==> config.mk <==
export PLATFORM = sky130hd
export DESIGN_NAME = stack_ctrl
export DESIGN_NICKNAME = d
export VERILOG_FILES = /design/src/rtl/stack_ctrl_pkg.sv /design/src/rtl/stack_ctrl_sp.sv /design/src/rtl/stack_ctrl.sv
export SDC_FILE = /design/constraint.sdc
export NUM_CORES = 1
export LEC_CHECK = 0
export BUFFER_PORTS_ARGS = -buffer_cell sky130_fd_sc_hd__buf_2
export CAP_MARGIN = 30
export CELL_PAD_IN_SITES_DETAIL_PLACEMENT = 0
export CELL_PAD_IN_SITES_GLOBAL_PLACEMENT = 1
export CORE_MARGIN = 3
export CORE_UTILIZATION = 41
export DETAILED_ROUTE_END_ITERATION = 8
export PLACE_DENSITY = 0.82
export REMOVE_ABC_BUFFERS = 1
export SYNTH_ARGS = -nofsm -noshare
export SYNTH_HDL_FRONTEND = slang
export SYNTH_SLANG_ARGS = --single-unit
==> constraint.sdc <==
create_clock -name clk -period 5.5 [get_ports clk]
set_clock_uncertainty 0.2 [all_clocks]
set_input_delay 0.275 -clock clk [delete_from_list [all_inputs] [get_ports clk]]
set_output_delay 0.275 -clock clk [all_outputs]
set_load 0.01 [all_outputs]
==> src/rtl/stack_ctrl_pkg.sv <==
// stack_ctrl_pkg: shared state encoding, op/owner codes and state-class helpers for the stack controller.
package stack_ctrl_pkg;
   typedef enum logic [3:0] {
      S_IDLE, S_PUSH, S_POP_RD, S_PUSH_HI, S_PUSH_LO,
      S_POP_LO, S_POP_HI, S_POP_CAP, S_ERR, S_DONE
   } state_t;
   typedef enum logic {OWN_EX, OWN_INT} own_t;
   localparam logic OP_PUSH = 1'b1;
   localparam logic OP_POP  = 1'b0;
   function automatic logic is_push(state_t s);
      return s inside {S_PUSH, S_PUSH_HI, S_PUSH_LO};
   endfunction
   function automatic logic is_pop(state_t s);
      return s inside {S_POP_RD, S_POP_LO, S_POP_HI};
   endfunction
endpackage

==> src/rtl/stack_ctrl_sp.sv <==
// stack_ctrl_sp: stack pointer register (grows downward from all-ones) with
// push/pop bound checks for an n-word access.
module stack_ctrl_sp #(
   parameter int AW   = 10,
   parameter int BASE = 0
) (
   input  logic          clk,
   input  logic          rst,
   input  logic          inc,
   input  logic          dec,
   input  logic [1:0]    n,
   output logic [AW-1:0] sp,
   output logic [AW-1:0] sp_nxt,
   output logic          push_ok,
   output logic          pop_ok
);
   localparam logic [AW:0] TOP_X  = (AW+1)'(2**AW - 1);
   localparam logic [AW:0] BASE_X = (AW+1)'(BASE);
   logic [AW-1:0] sp_q, sp_d;
   logic [AW:0]   sp_x;
   always_comb begin
      sp_d    = sp_q + AW'(inc) - AW'(dec);
      sp_x    = {1'b0, sp_q};
      push_ok = sp_x + (AW+1)'(1) >= BASE_X + (AW+1)'(n);
      pop_ok  = sp_x + (AW+1)'(n) <= TOP_X;
   end
   always_ff @(posedge clk or posedge rst)
      if (rst) sp_q <= '1;
      else     sp_q <= sp_d;
   assign sp     = sp_q;
   assign sp_nxt = sp_d;
endmodule

==> src/rtl/stack_ctrl.sv <==
// stack_ctrl: arbitrates the data-memory stack between execute-stage PUSH/POP and
// interrupt-unit PC save/restore; all strobes and handshakes are registered.
module stack_ctrl
   import stack_ctrl_pkg::*;
#(
   parameter int AW   = 10,
   parameter int DW   = 16,
   parameter int BASE = 0
) (
   input  logic            clk,
   input  logic            rst,
   input  logic            ex_req,
   input  logic            ex_op,
   input  logic [DW-1:0]   ex_wdata,
   output logic            ex_gnt,
   output logic            ex_done,
   output logic [DW-1:0]   ex_rdata,
   input  logic            int_req,
   input  logic            int_op,
   input  logic [2*DW-1:0] int_pc,
   output logic            int_gnt,
   output logic            int_done,
   output logic [2*DW-1:0] int_pc_out,
   output logic            mem_we,
   output logic            mem_re,
   output logic [AW-1:0]   mem_addr,
   output logic [DW-1:0]   mem_wdata,
   input  logic [DW-1:0]   mem_rdata,
   output logic [AW-1:0]   sp_out,
   output logic            stk_err
);
   state_t          state_q, state_d;
   own_t            own_q, own_d;
   logic            err_q, err_d, we_q, we_d, re_q, re_d;
   logic            egnt_q, egnt_d, ignt_q, ignt_d, edone_q, edone_d, idone_q, idone_d, serr_q, serr_d;
   logic [2*DW-1:0] data_q, data_d, pc_out_q, pc_out_d;
   logic [DW-1:0]   rdata_q, rdata_d, wdata_q, wdata_d;
   logic [AW-1:0]   addr_q, addr_d, sp, sp_nxt;
   logic            acc_int, acc_ex, ok, push_ok, pop_ok, cap;
   logic [1:0]      n;
   stack_ctrl_sp #(.AW(AW), .BASE(BASE)) u_sp (
      .clk(clk), .rst(rst), .inc(is_pop(state_q)), .dec(is_push(state_q)), .n(n),
      .sp(sp), .sp_nxt(sp_nxt), .push_ok(push_ok), .pop_ok(pop_ok)
   );
   always_comb begin
      acc_int = state_q == S_IDLE && int_req;
      acc_ex  = state_q == S_IDLE && !int_req && ex_req;
      n       = int_req ? 2'd2 : 2'd1;
      ok      = (int_req ? int_op : ex_op) == OP_PUSH ? push_ok : pop_ok;
      state_d = state_q;
      case (state_q)
         S_IDLE:    if (acc_int || acc_ex)
                       state_d = !ok ? S_ERR :
                                 acc_int ? (int_op == OP_PUSH ? S_PUSH_HI : S_POP_LO) :
                                           (ex_op == OP_PUSH ? S_PUSH : S_POP_RD);
         S_PUSH_HI: state_d = S_PUSH_LO;
         S_POP_RD:  state_d = S_POP_CAP;
         S_POP_LO:  state_d = S_POP_HI;
         S_POP_HI:  state_d = S_POP_CAP;
         S_DONE:    state_d = S_IDLE;
         default:   state_d = S_DONE;
      endcase
      own_d  = acc_int ? OWN_INT : acc_ex ? OWN_EX : own_q;
      err_d  = (acc_int || acc_ex) ? !ok : err_q;
      // low half doubles as the RTI low-word capture so int_pc_out updates atomically
      data_d = acc_int ? int_pc : acc_ex ? {{DW{1'b0}}, ex_wdata} :
               state_q == S_POP_HI ? {data_q[2*DW-1:DW], mem_rdata} : data_q;
      we_d    = is_push(state_d);
      re_d    = is_pop(state_d);
      addr_d  = we_d ? sp_nxt : re_d ? sp_nxt + AW'(1) : '0;
      wdata_d = state_d == S_PUSH_HI ? data_d[2*DW-1:DW] : we_d ? data_d[DW-1:0] : '0;
      egnt_d  = acc_ex;
      ignt_d  = acc_int;
      edone_d = state_d == S_DONE && own_d == OWN_EX;
      idone_d = state_d == S_DONE && own_d == OWN_INT;
      serr_d  = state_d == S_DONE && err_d;
      cap     = state_q == S_POP_CAP;
      rdata_d  = cap && own_q == OWN_EX ? mem_rdata : rdata_q;
      pc_out_d = cap && own_q == OWN_INT ? {mem_rdata, data_q[DW-1:0]} : pc_out_q;
   end
   always_ff @(posedge clk or posedge rst)
      if (rst) begin
         state_q  <= S_IDLE;
         own_q    <= OWN_EX;
         err_q    <= 1'b0;
         data_q   <= '0;
         we_q     <= 1'b0;
         re_q     <= 1'b0;
         addr_q   <= '0;
         wdata_q  <= '0;
         egnt_q   <= 1'b0;
         ignt_q   <= 1'b0;
         edone_q  <= 1'b0;
         idone_q  <= 1'b0;
         serr_q   <= 1'b0;
         rdata_q  <= '0;
         pc_out_q <= '0;
      end else begin
         state_q  <= state_d;
         own_q    <= own_d;
         err_q    <= err_d;
         data_q   <= data_d;
         we_q     <= we_d;
         re_q     <= re_d;
         addr_q   <= addr_d;
         wdata_q  <= wdata_d;
         egnt_q   <= egnt_d;
         ignt_q   <= ignt_d;
         edone_q  <= edone_d;
         idone_q  <= idone_d;
         serr_q   <= serr_d;
         rdata_q  <= rdata_d;
         pc_out_q <= pc_out_d;
      end
   assign ex_gnt     = egnt_q;
   assign ex_done    = edone_q;
   assign ex_rdata   = rdata_q;
   assign int_gnt    = ignt_q;
   assign int_done   = idone_q;
   assign int_pc_out = pc_out_q;
   assign mem_we     = we_q;
   assign mem_re     = re_q;
   assign mem_addr   = addr_q;
   assign mem_wdata  = wdata_q;
   assign sp_out     = sp;
   assign stk_err    = serr_q;
endmodule
# == Word level (Yosys, flattened, before mapping) ==
# Index checks and enable logic that the tools add are counted.
# word_totals
ff_bits,129
latch_bits,0
ram_bits,0
romBits,0
input_bits,70
output_inout_bits,91
wordCells,76
n_memories,0
# op_classes
addsub,5
n_mul,0
n_div,0
n_lt_le_gt_ge,2
n_eq_ne,15
shifts,0
muxes,19
n_bitwise,2
reduce_logical,17
# ops
cell,count
32-bit two-way mux,2
16-bit two-way mux,3
"4-bit by 3-bit == test with 1-bit output, second input constant",7
10-bit two-way mux,2
4-bit one-hot mux with 5 select lines,1
"4-bit by 2-bit == test with 1-bit output, second input constant",4
3-bit nonzero test,4
"10-bit by 1-bit adder with 11-bit output, second input constant",1
10-bit by 2-bit adder with 11-bit output,1
11-bit by 2-bit >= comparator with 1-bit output,1
"11-bit by 10-bit <= comparator with 1-bit output, second input constant",1
10-bit by 1-bit adder with 10-bit output,1
"10-bit by 1-bit adder with 10-bit output, second input constant",1
10-bit by 1-bit subtractor with 10-bit output,1
"4-bit by 1-bit == test with 1-bit output, second input constant",2
"4-bit == test, second input constant",2
1-bit logical AND,8
4-bit two-way mux,2
3-bit two-way mux,2
1-bit two-way mux,5
4-bit logical NOT,1
2-bit two-way mux,2
1-bit logical NOT,2
1-bit NOT,2
2 further kinds,2

# == Longest topological paths before layout ==
# Gate-level depths: netlist (run 1).
# logic_depth
ltp_word,11
depth_mapped,17
depth_no_buf,16

# == By module ==
# From an unflattened synthesis (run 1), not the netlist that was laid out.
# hier_totals
hier_cells,516
hier_area_um2,6127.1
# by_module_without_submodules
module,n_inst,cells_each,area_per_inst_um2
stack_ctrl,1,406,5072.4
stack_ctrl_sp,1,110,1054.8

# == Worst setup path before layout (run 1) ==
# Ideal clock, no wire load.
# synth_path
path_type,flip-flop to flip-flop
from,register state_q[0]
to,register addr_q[9] (netlist: mem_addr[9])
setup_ns,0.128
arrival_ns,3.290
required_ns,5.172
setup_slack_ns,1.882
stages_incl_launch_ff,16
n_path_buf,1
period_less_slack_ns,3.618
path_cell_list,dfrtp_1 > buf_2 > nand2b_1 > a21o_1 > ha_1 > inv_1 > ha_1 > fa_1 > a211oi_1 > nor2_1 > xor2_1 > and3_1 > nand3b_1 > or3_1 > a21oi_1 > o21ai_1
# synth_lines
element,line_no,text
from (decl),stack_ctrl.sv:32,"state_t state_q, state_d;"
from (signal assigned),stack_ctrl.sv:99,state_q <= state_d;
4-bit by 2-bit == test with 1-bit output or 4-bit by 3-bit == test with 1-bit output (tied branches),stack_ctrl_pkg.sv:14,"return s inside {S_POP_RD, S_POP_LO, S_POP_HI};"
3-bit nonzero test,stack_ctrl_pkg.sv:14,
10-bit by 1-bit adder with 10-bit output,stack_ctrl_sp.sv:22,sp_d = sp_q + AW'(inc) - AW'(dec);
10-bit by 1-bit subtractor with 10-bit output *,stack_ctrl_sp.sv:22,
net sp_nxt[4],stack_ctrl.sv:38,"logic [AW-1:0] addr_q, addr_d, sp, sp_nxt;"
10-bit by 1-bit adder with 10-bit output *,stack_ctrl.sv:70,addr_d = we_d ? sp_nxt : re_d ? sp_nxt + AW'(1) : '0;
10-bit two-way mux * (2 in a row),stack_ctrl.sv:70,
net addr_d[9],stack_ctrl.sv:38,
to (signal assigned),stack_ctrl.sv:105,addr_q <= addr_d;
to (decl),stack_ctrl.sv:38,
# Mark *: on every way through the listed nets, which the timed path passes. The rest lies on a longest branch.
# A chain may end at the register's enable or synchronous reset.

# == Worst setup path in the final report (run 1) ==
# layout_path
from,register state_q[2]
to,register addr_q[9] (netlist: mem_addr[9])
# Same word-level chain as after synthesis.

==> results.sh, run 1 <==
export IMPL_finalSetupTns_ns=0
export IMPL_post_cts_setup_buffers=0
export IMPL_cts_tree="yes"
export IMPL_fp_dieW_um=128.9
export IMPL_max_freq_mhz=245.6
export IMPL_drtIter0Drc=212
export IMPL_place_port_buffers=160
export IMPL_area_delta_synth_final_pct=34.43
export IMPL_path_buf_inv=2
export IMPL_max_stage_delay_ns=0.59
export IMPL_final_cells=959
export IMPL_clockRootBuffer="clkbuf_16"
export IMPL_worstHoldStart="ex_wdata[10]"
export IMPL_worst_setup_path_type="reg2reg"
export IMPL_die_h_um=128.9
export IMPL_antenna_found_initial=1
export IMPL_cts_sinks=129
export IMPL_outcome="finished clean"
export IMPL_holdPathStages=3
export IMPL_grt_use_total_pct=20.50
export IMPL_synthTopCellsByCount="dfrtp_1 (119), mux2_2 (47), nor2_1 (43)"
export IMPL_synth_area_leaders="dfrtp_1 (48%), mux2_2 (8.6%), ha_1 (4.4%)"
export IMPL_drive_above_1_share_pct=35.74
export IMPL_synth_cells=554
export IMPL_arrival_ns=4.17
export IMPL_slew_viol_final=0
export IMPL_clkTransAtPathRegs_ns=0.06
export IMPL_fillers=1218
export IMPL_finalInstanceArea_sq_um=8319
export IMPL_wirelength_um=16830
export IMPL_slowest_stage="dfrtp_1"
export IMPL_finalCoreUtilization_pct=56.81
export IMPL_synthArstFlopShare_pct=100.0
export IMPL_initial_core_util_pct=42.26
export IMPL_synth_distinct_cells=60
export IMPL_clock_latency_ns=0.42
export IMPL_synth_enable_flop_cells=0
export IMPL_post_place_cells=876
export IMPL_core_sq_um=14640
export IMPL_max_vdd_ir_drop_uv=335.0
export IMPL_endpoint_kind="flop"
export IMPL_syn_avg_cell_area_sq_um=11.17
export IMPL_min_to="data_q[10]$_DFF_PP0_"
export IMPL_synth_area_sq_um=6188
export IMPL_drtAntennaViolNets=0
export IMPL_grt_pass1_wl_um=26650
export IMPL_numCtsBuffers=17
export IMPL_grt_setup_unrepaired="false"
export IMPL_first_pass_iters=5
export IMPL_yosys_warnings=0
export IMPL_drc=0
export IMPL_antenna_cells=0
export IMPL_ys_ff_latch=129
export IMPL_via_per_inst=5.351
export IMPL_hp_class="in2reg"
export IMPL_yosysTopAreaCell="dfrtp_1"
export IMPL_grt_ovfl_total=0
export IMPL_cp_start_kind="flop"
export IMPL_hold_worst_slack_ns=0.01313
export IMPL_dpl_cell_area_sq_um=7152
export IMPL_synth_top_area_share_pct=48.12
export IMPL_hpwlAfterDp_um=11450
export IMPL_max_slew_worst_pin_slew_ns=0.9071
export IMPL_htreeDepth=4
export IMPL_cap_viol_max_count=0
export IMPL_ff2ff_path_depth=15
export IMPL_fin_crit_ns=4.072
export IMPL_synth_flop_cell="dfrtp_1"
export IMPL_cts_resized=0
export IMPL_grt_pass1_vias=5245
export IMPL_p_leak_nw=4.205
export IMPL_fin_crit_sh_pct=74.04
export IMPL_finalHoldViolCount=0
export IMPL_r2r_slack_ns=1.43
export IMPL_grt_max_degree=77
export IMPL_fp_row_count=44
export IMPL_clk_path_buf_depth=2
export IMPL_crit_chain="inv_1 > a21oi_1 > nor2_1 > ha_1 > inv_1 > ha_1 > fa_1 > a211oi_1 > nor2_1 > xor2_1 > and3_1 > nand3b_1 > or3_1 > a21oi_1 > o21ai_1"
export IMPL_ys_seq_area_share_pct=52.37
export IMPL_io_pins=161
export IMPL_post_synth_top_count_cell="dfrtp_1"
export IMPL_place_congestion=0.8703
export IMPL_fin_nets=856
export IMPL_dieArea_sq_um=16600
export IMPL_crit_family="simple AND/OR/NAND/NOR gates"
export IMPL_routedWlPerCell_um=17.55
export IMPL_setup_viol=0
export IMPL_dr_total_vias=5132
export IMPL_r2r_end="mem_addr[9]$_DFF_PP0_"
export IMPL_worstPathMaxFanout=7
export IMPL_cp_required_ns=5.59
export IMPL_rr_startpoint="state_q[2]$_DFF_PP0_"
export IMPL_power_density_nw_per_um2=612.2
export IMPL_max_slew_margin_rel_pct=39.53
metrics by stage:
| stage | worst slack, ns | total power, mW |
|---|---|---|
| 6_report | 1.428 | 5.093 |
| 5_1_grt | 1.207 | 5.474 |
| 4_1_cts | 1.438 | 5.122 |
| 3_5_place_dp | 1.469 | 3.846 |
| 3_3_place_gp | 1.556 | 3.755 |
| 2_1_floorplan | 1.601 | 3.120 |
worst max-delay path by stage:
stage,depth (start not counted),slack (ns),from,endpoint
3_5_place_dp,15,1.47,state_q[2]$_DFF_PP0_,mem_addr[9]$_DFF_PP0_
4_1_cts,15,1.44,state_q[2]$_DFF_PP0_,mem_addr[9]$_DFF_PP0_
5_1_grt,15,1.21,state_q[2]$_DFF_PP0_,mem_addr[9]$_DFF_PP0_
6_report,15,1.43,state_q[2]$_DFF_PP0_,mem_addr[9]$_DFF_PP0_
3_3_place_gp,15,1.56,state_q[2]$_DFF_PP0_,mem_addr[9]$_DFF_PP0_
2_1_floorplan,1,1.60,rst,data_q[0]$_DFF_PP0_
power breakdown:
group / switching (mW) / internal, mW / total, mW
Combinational: 1.32 / 0.938 / 2.26
Sequential: 0.263 / 1.36 / 1.62
Clock: 0.411 / 0.796 / 1.21
Total: 2.00 / 3.10 / 5.09
metal layers:
metal / wire length (um) / up-vias / track usage, %
li1: - / 2387 / -
met1: 6989 / 2497 / 25.27
met2: 8061 / 213 / 33.72
met3: 1376 / 33 / 7.057
met4: 382 / 2 / 6.980
met5: 18 / - / 0
what timing repair did:
action / CTS / global route
hold buffers: 50 / 0
endpoints found under the setup margin: 0 / 0
endpoints found under the hold margin: 135 / 0
worst min-delay path: cells and delay by family:
family	cells	cell delay, ns
AO/OA/AOI/OAI	2	0.22
buffers and inverters	1	0.08
layout make-up:
type,count,area [sq um],area share [%]
Clock buffer,20,466.7,5.610
Sequential cell,129,3241,38.95
Timing Repair Buffer,219,1381,16.60
Multi-Input combinational cell,355,2664,32.02
Tap cell,184,230.2,2.767
Clock inverter,12,180.2,2.166
Inverter,40,156.4,1.880
layout by cell type, fill, tap and decap left out, types with 5 or more instances in the layout:
cell	instances
xor2_1	6
buf_4	8
and3_1	5
xnor2_1	9
dlygate4sd3_1	50
nor2_1	42
o21ai_0	16
a22oi_1	16
o21ai_1	11
nand3_1	6
buf_2	160
dfstp_2	10
o22ai_1	16
nand2_1	24
a21oi_1	38
ha_1	22
mux2_2	47
nand2b_1	6
a31oi_1	17
dfrtp_1	119
inv_1	37
mux2i_1	19
clkbuf_16	17
registers in the layout (all words and copies together) (netlist names), 4 cells and up:
signal and cells:
int_pc_out 32, mem_wdata 16, data_q 32, u_sp.sp 10, state_q 4, ex_rdata 16, mem_addr 10
logic make-up (layout without fill, tap and decap cells):
group / count (synthesis) / after routing / synth area share, %
simple gates: 114 / 114 / 9.948
flops: 129 / 129 / 52.37
compound gates: 135 / 135 / 13.69
xor+xnor: 15 / 15 / 2.123
fa+ha+maj: 24 / 24 / 5.095
buf+inv: 70 / 291 / 4.974
mux: 67 / 67 / 11.81
No activity file was read; power rests on OpenSTA's default activity.
==> inputs of run 2 (changes only) <==
Settings changed: ABC_AREA from default to 1, CORE_UTILIZATION 41 to 36, PLACE_DENSITY 0.82 to 0.79.
Clock period 5.5 ns to 3.3 ns, I/O delays scaled along.
==> run 2 against run 1 <==
Net effect: sequential cell count is the same; die area grew 14%; sequential power grew 59%; global-route usage shrank 1.4 points; non-clock buffer count grew 19; routed wire length grew 5.5%; critical path type unchanged; via count grew 5.6%.
==> results.sh, run 2 <==
export IMPL_crit_family="simple AND/OR/NAND/NOR gates"
export IMPL_max_slew_margin_rel_pct=41.97
export IMPL_place_port_buffers=160
export IMPL_first_pass_iters=4
export IMPL_synth_top_area_share_pct=47.90
export IMPL_finalHoldViolCount=0
export IMPL_fillers=1573
export IMPL_cts_sinks=129
export IMPL_synth_simple_gate_area_share_pct=20.14
export IMPL_wirelength_um=17760
export IMPL_hpwlAfterDp_um=11900
export IMPL_post_place_cells=1040
export IMPL_power_density_nw_per_um2=1020
export IMPL_clock_latency_ns=0.40
export IMPL_cp_required_ns=3.39
export IMPL_place_congestion=0.8045
export IMPL_synth_area_sq_um=6217
export IMPL_grt_pass1_vias=5416
export IMPL_crit_chain="inv_2 > nor2_4 > nand2_2 > inv_2 > a31oi_2 > ha_1 > inv_1 > ha_2 > fa_2 > nand3_2 > nand2_1 > nand2_1 > nand2_1 > inv_1 > nand2_1 > nor3_2 > nand2_1 > xor2_1 > inv_1 > nand2_1 > nand2_1"
export IMPL_fp_dieW_um=137.4
export IMPL_initial_core_util_pct=37.10
export IMPL_slew_viol_final=0
export IMPL_fin_nets=1000
export IMPL_post_synth_top_count_cell="nand2_1"
export IMPL_cp_start_kind="flop"
export IMPL_p_leak_nw=4.510
export IMPL_endpoint_kind="flop"
export IMPL_max_freq_mhz=327.8
export IMPL_mostFrequentLayoutCell="nand2_1"
export IMPL_ys_ff_latch=129
export IMPL_drc=0
export IMPL_synth_compound_area_share_pct=11.91
export IMPL_synth_enable_flop_cells=0
export IMPL_worstPathMaxFanout=4
export IMPL_max_vdd_ir_drop_uv=644.4
export IMPL_io_pins=161
export IMPL_timing_final_ws_setup_ns=0.2498
export IMPL_grt_use_total_pct=19.10
export IMPL_synth_xor_area_share_pct=1.550
export IMPL_synthTopCellsByCount="nand2_1 (166), dfrtp_1 (119), o21ai_0 (82)"
export IMPL_numCtsBuffers=17
export IMPL_arrival_ns=3.14
export IMPL_antenna_found_initial=0
export IMPL_finalPower_mw=8.717
export IMPL_post_cts_setup_buffers=0
export IMPL_final_cell_mix="nand2_1 (164), buf_2 (160), dfrtp_1 (119)"
export IMPL_finalInstanceArea_sq_um=8546
export IMPL_dieArea_sq_um=18880
export IMPL_dr_total_vias=5418
export IMPL_clk_path_buf_depth=2
export IMPL_drive_above_1_share_pct=28.94
export IMPL_synth_cells=676
export IMPL_hp_class="in2reg"
export IMPL_muxShareOfSynthArea_pct=2.898
export IMPL_setup_viol=0
export IMPL_synthAdderAreaFrac_pct=5.071
export IMPL_post_place_ws_ns=-0.02053
export IMPL_htreeDepth=4
export IMPL_max_slew_worst_pin_slew_ns=0.8647
export IMPL_fin_crit_ns=3.050
export IMPL_fin_crit_sh_pct=92.43
export IMPL_synth_distinct_cells=38
export IMPL_via_per_inst=4.757
export IMPL_grt_max_degree=58
export IMPL_clkTransAtPathRegs_ns=0.06
export IMPL_finalSetupTns_ns=0
export IMPL_yosysTopAreaCell="dfrtp_1"
export IMPL_synth_flop_cell="dfrtp_1"
export IMPL_path_buf_inv=5
export IMPL_synthArstFlopShare_pct=100.0
export IMPL_clockRootBuffer="clkbuf_16"
export IMPL_antenna_cells=0
export IMPL_routedWlPerCell_um=15.59
export IMPL_cpMostUsedCell="nand2_1"
export IMPL_grt_ovfl_total=0
export IMPL_synth_area_leaders="dfrtp_1 (48%), nand2_1 (10%), o21ai_0 (6.6%)"
export IMPL_area_delta_synth_final_pct=37.45
export IMPL_syn_avg_cell_area_sq_um=9.197
export IMPL_ys_seq_area_share_pct=52.12
export IMPL_cts_tree="yes"
export IMPL_core_sq_um=16760
export IMPL_yosys_warnings=0
export IMPL_dpl_cell_area_sq_um=7257
export IMPL_grt_pass1_wl_um=28120
export IMPL_final_cells=1139
export IMPL_worst_setup_path_type="reg2reg"
export IMPL_max_stage_delay_ns=0.39
export IMPL_outcome="finished clean"
export IMPL_drtIter0Drc=226
export IMPL_fp_row_count=47
export IMPL_synth_top_family_by_area="simple AND/OR/NAND/NOR gates"
export IMPL_slowest_stage="dfrtp_1"
export IMPL_drtAntennaViolNets=0
export IMPL_die_h_um=137.4
export IMPL_cap_viol_max_count=0
## run 2: cell count changes in the layout (fill, tap and decap cells not counted), moves of 22 or more
cell,previous run,this run
nand4_1,2,25
o21ai_0,16,82
nand3_1,6,30
mux2_2,47,16
nor2_1,42,19
inv_1,37,59
nand2_1,24,164
## run 2: layout make-up
type | count | area [sq um] | area share, %
sequential | 129 | 3241 | 37.92
multi-input combinational | 452 | 2629 | 30.76
timing repair buffer | 238 | 1584 | 18.54
clock buffer | 23 | 478.0 | 5.593
tap | 220 | 275.3 | 3.221
inverter | 68 | 257.7 | 3.016
clock inverter | 9 | 81.33 | 0.9517
## run 2: routing by layer
layer | share of wire, % | GRT usage, % | up-vias
met5 | 0 | 0 | -
met4 | 0.69 | 4.435 | 0
met3 | 5.7 | 4.419 | 10
met2 | 49 | 32.94 | 141
met1 | 44 | 24.37 | 2570
li1 | - | - | 2697
## run 2: cells by family after synthesis
| logic type | count (synthesis) |
|---|---|
| flip-flops | 129 |
| multiplexers | 16 |
| AO/OA/AOI/OAI | 130 |
| buffers and inverters | 95 |
| AND/OR/NAND/NOR | 271 |
| adder cells (fa/ha/maj) | 24 |
| XOR/XNOR | 11 |
## run 2: worst reg2reg max path, delay by kind of cell (launching register included)
kind                     cells  cell delay [ns]
adder cells (fa/ha/maj)      3             0.75
XOR/XNOR                     1             0.13
flip-flops                   1             0.39
AO/OA/AOI/OAI                1             0.21
buffers and inverters        5             0.32
AND/OR/NAND/NOR             11             0.94
## run 2: path summary, 6_finish.rpt
check | depth (start not counted) | to | slack [ns] | startpoint
hold / removal | 5 | mem_wdata[14]$_DFF_PP0_ | 0.09 | ex_wdata[14]
hold reg to reg | 2 | int_pc_out[26]$_DFFE_PP0P_ | 0.28 | int_pc_out[26]$_DFFE_PP0P_
setup / recovery | 21 | mem_addr[7]$_DFF_PP0_ | 0.25 | state_q[1]$_DFF_PP0_
setup reg to reg | 21 | mem_addr[7]$_DFF_PP0_ | 0.25 | state_q[1]$_DFF_PP0_
min in group asynchronous | 3 | ex_rdata[7]$_DFFE_PP0P_ | 0.24 | rst
max in group asynchronous | 4 | int_pc_out[0]$_DFFE_PP0P_ | 1.83 | rst
## run 2: through the flow
stage | util, % | hold WS [ns]
after global placement | 43.30 | 0.1346
final | 50.99 | 0.08652
after CTS | 50.62 | 0.03861
after detailed placement | 43.30 | 0.1356
after global routing | 50.99 | 0.08817
after floorplan | - | 0.1184
## run 2: what timing repair did
item | in CTS | in global routing
pin swaps | 0 | 2
hold buffers | 66 | 0
resized for setup | 2 | 10
setup endpoints to repair | 1 | 7
cloned | 0 | 0
hold endpoints to repair | 136 | 0
## run 2: report_power, final
| part | switching, mW | internal, mW | total, mW | leakage (nW) |
|---|---|---|---|---|
| registers | 0.350 | 2.22 | 2.57 | 1.54 |
| logic | 2.68 | 1.72 | 4.40 | 2.70 |
| clock network | 0.661 | 1.09 | 1.75 | 0.269 |
| total | 3.69 | 5.03 | 8.72 | 4.51 |
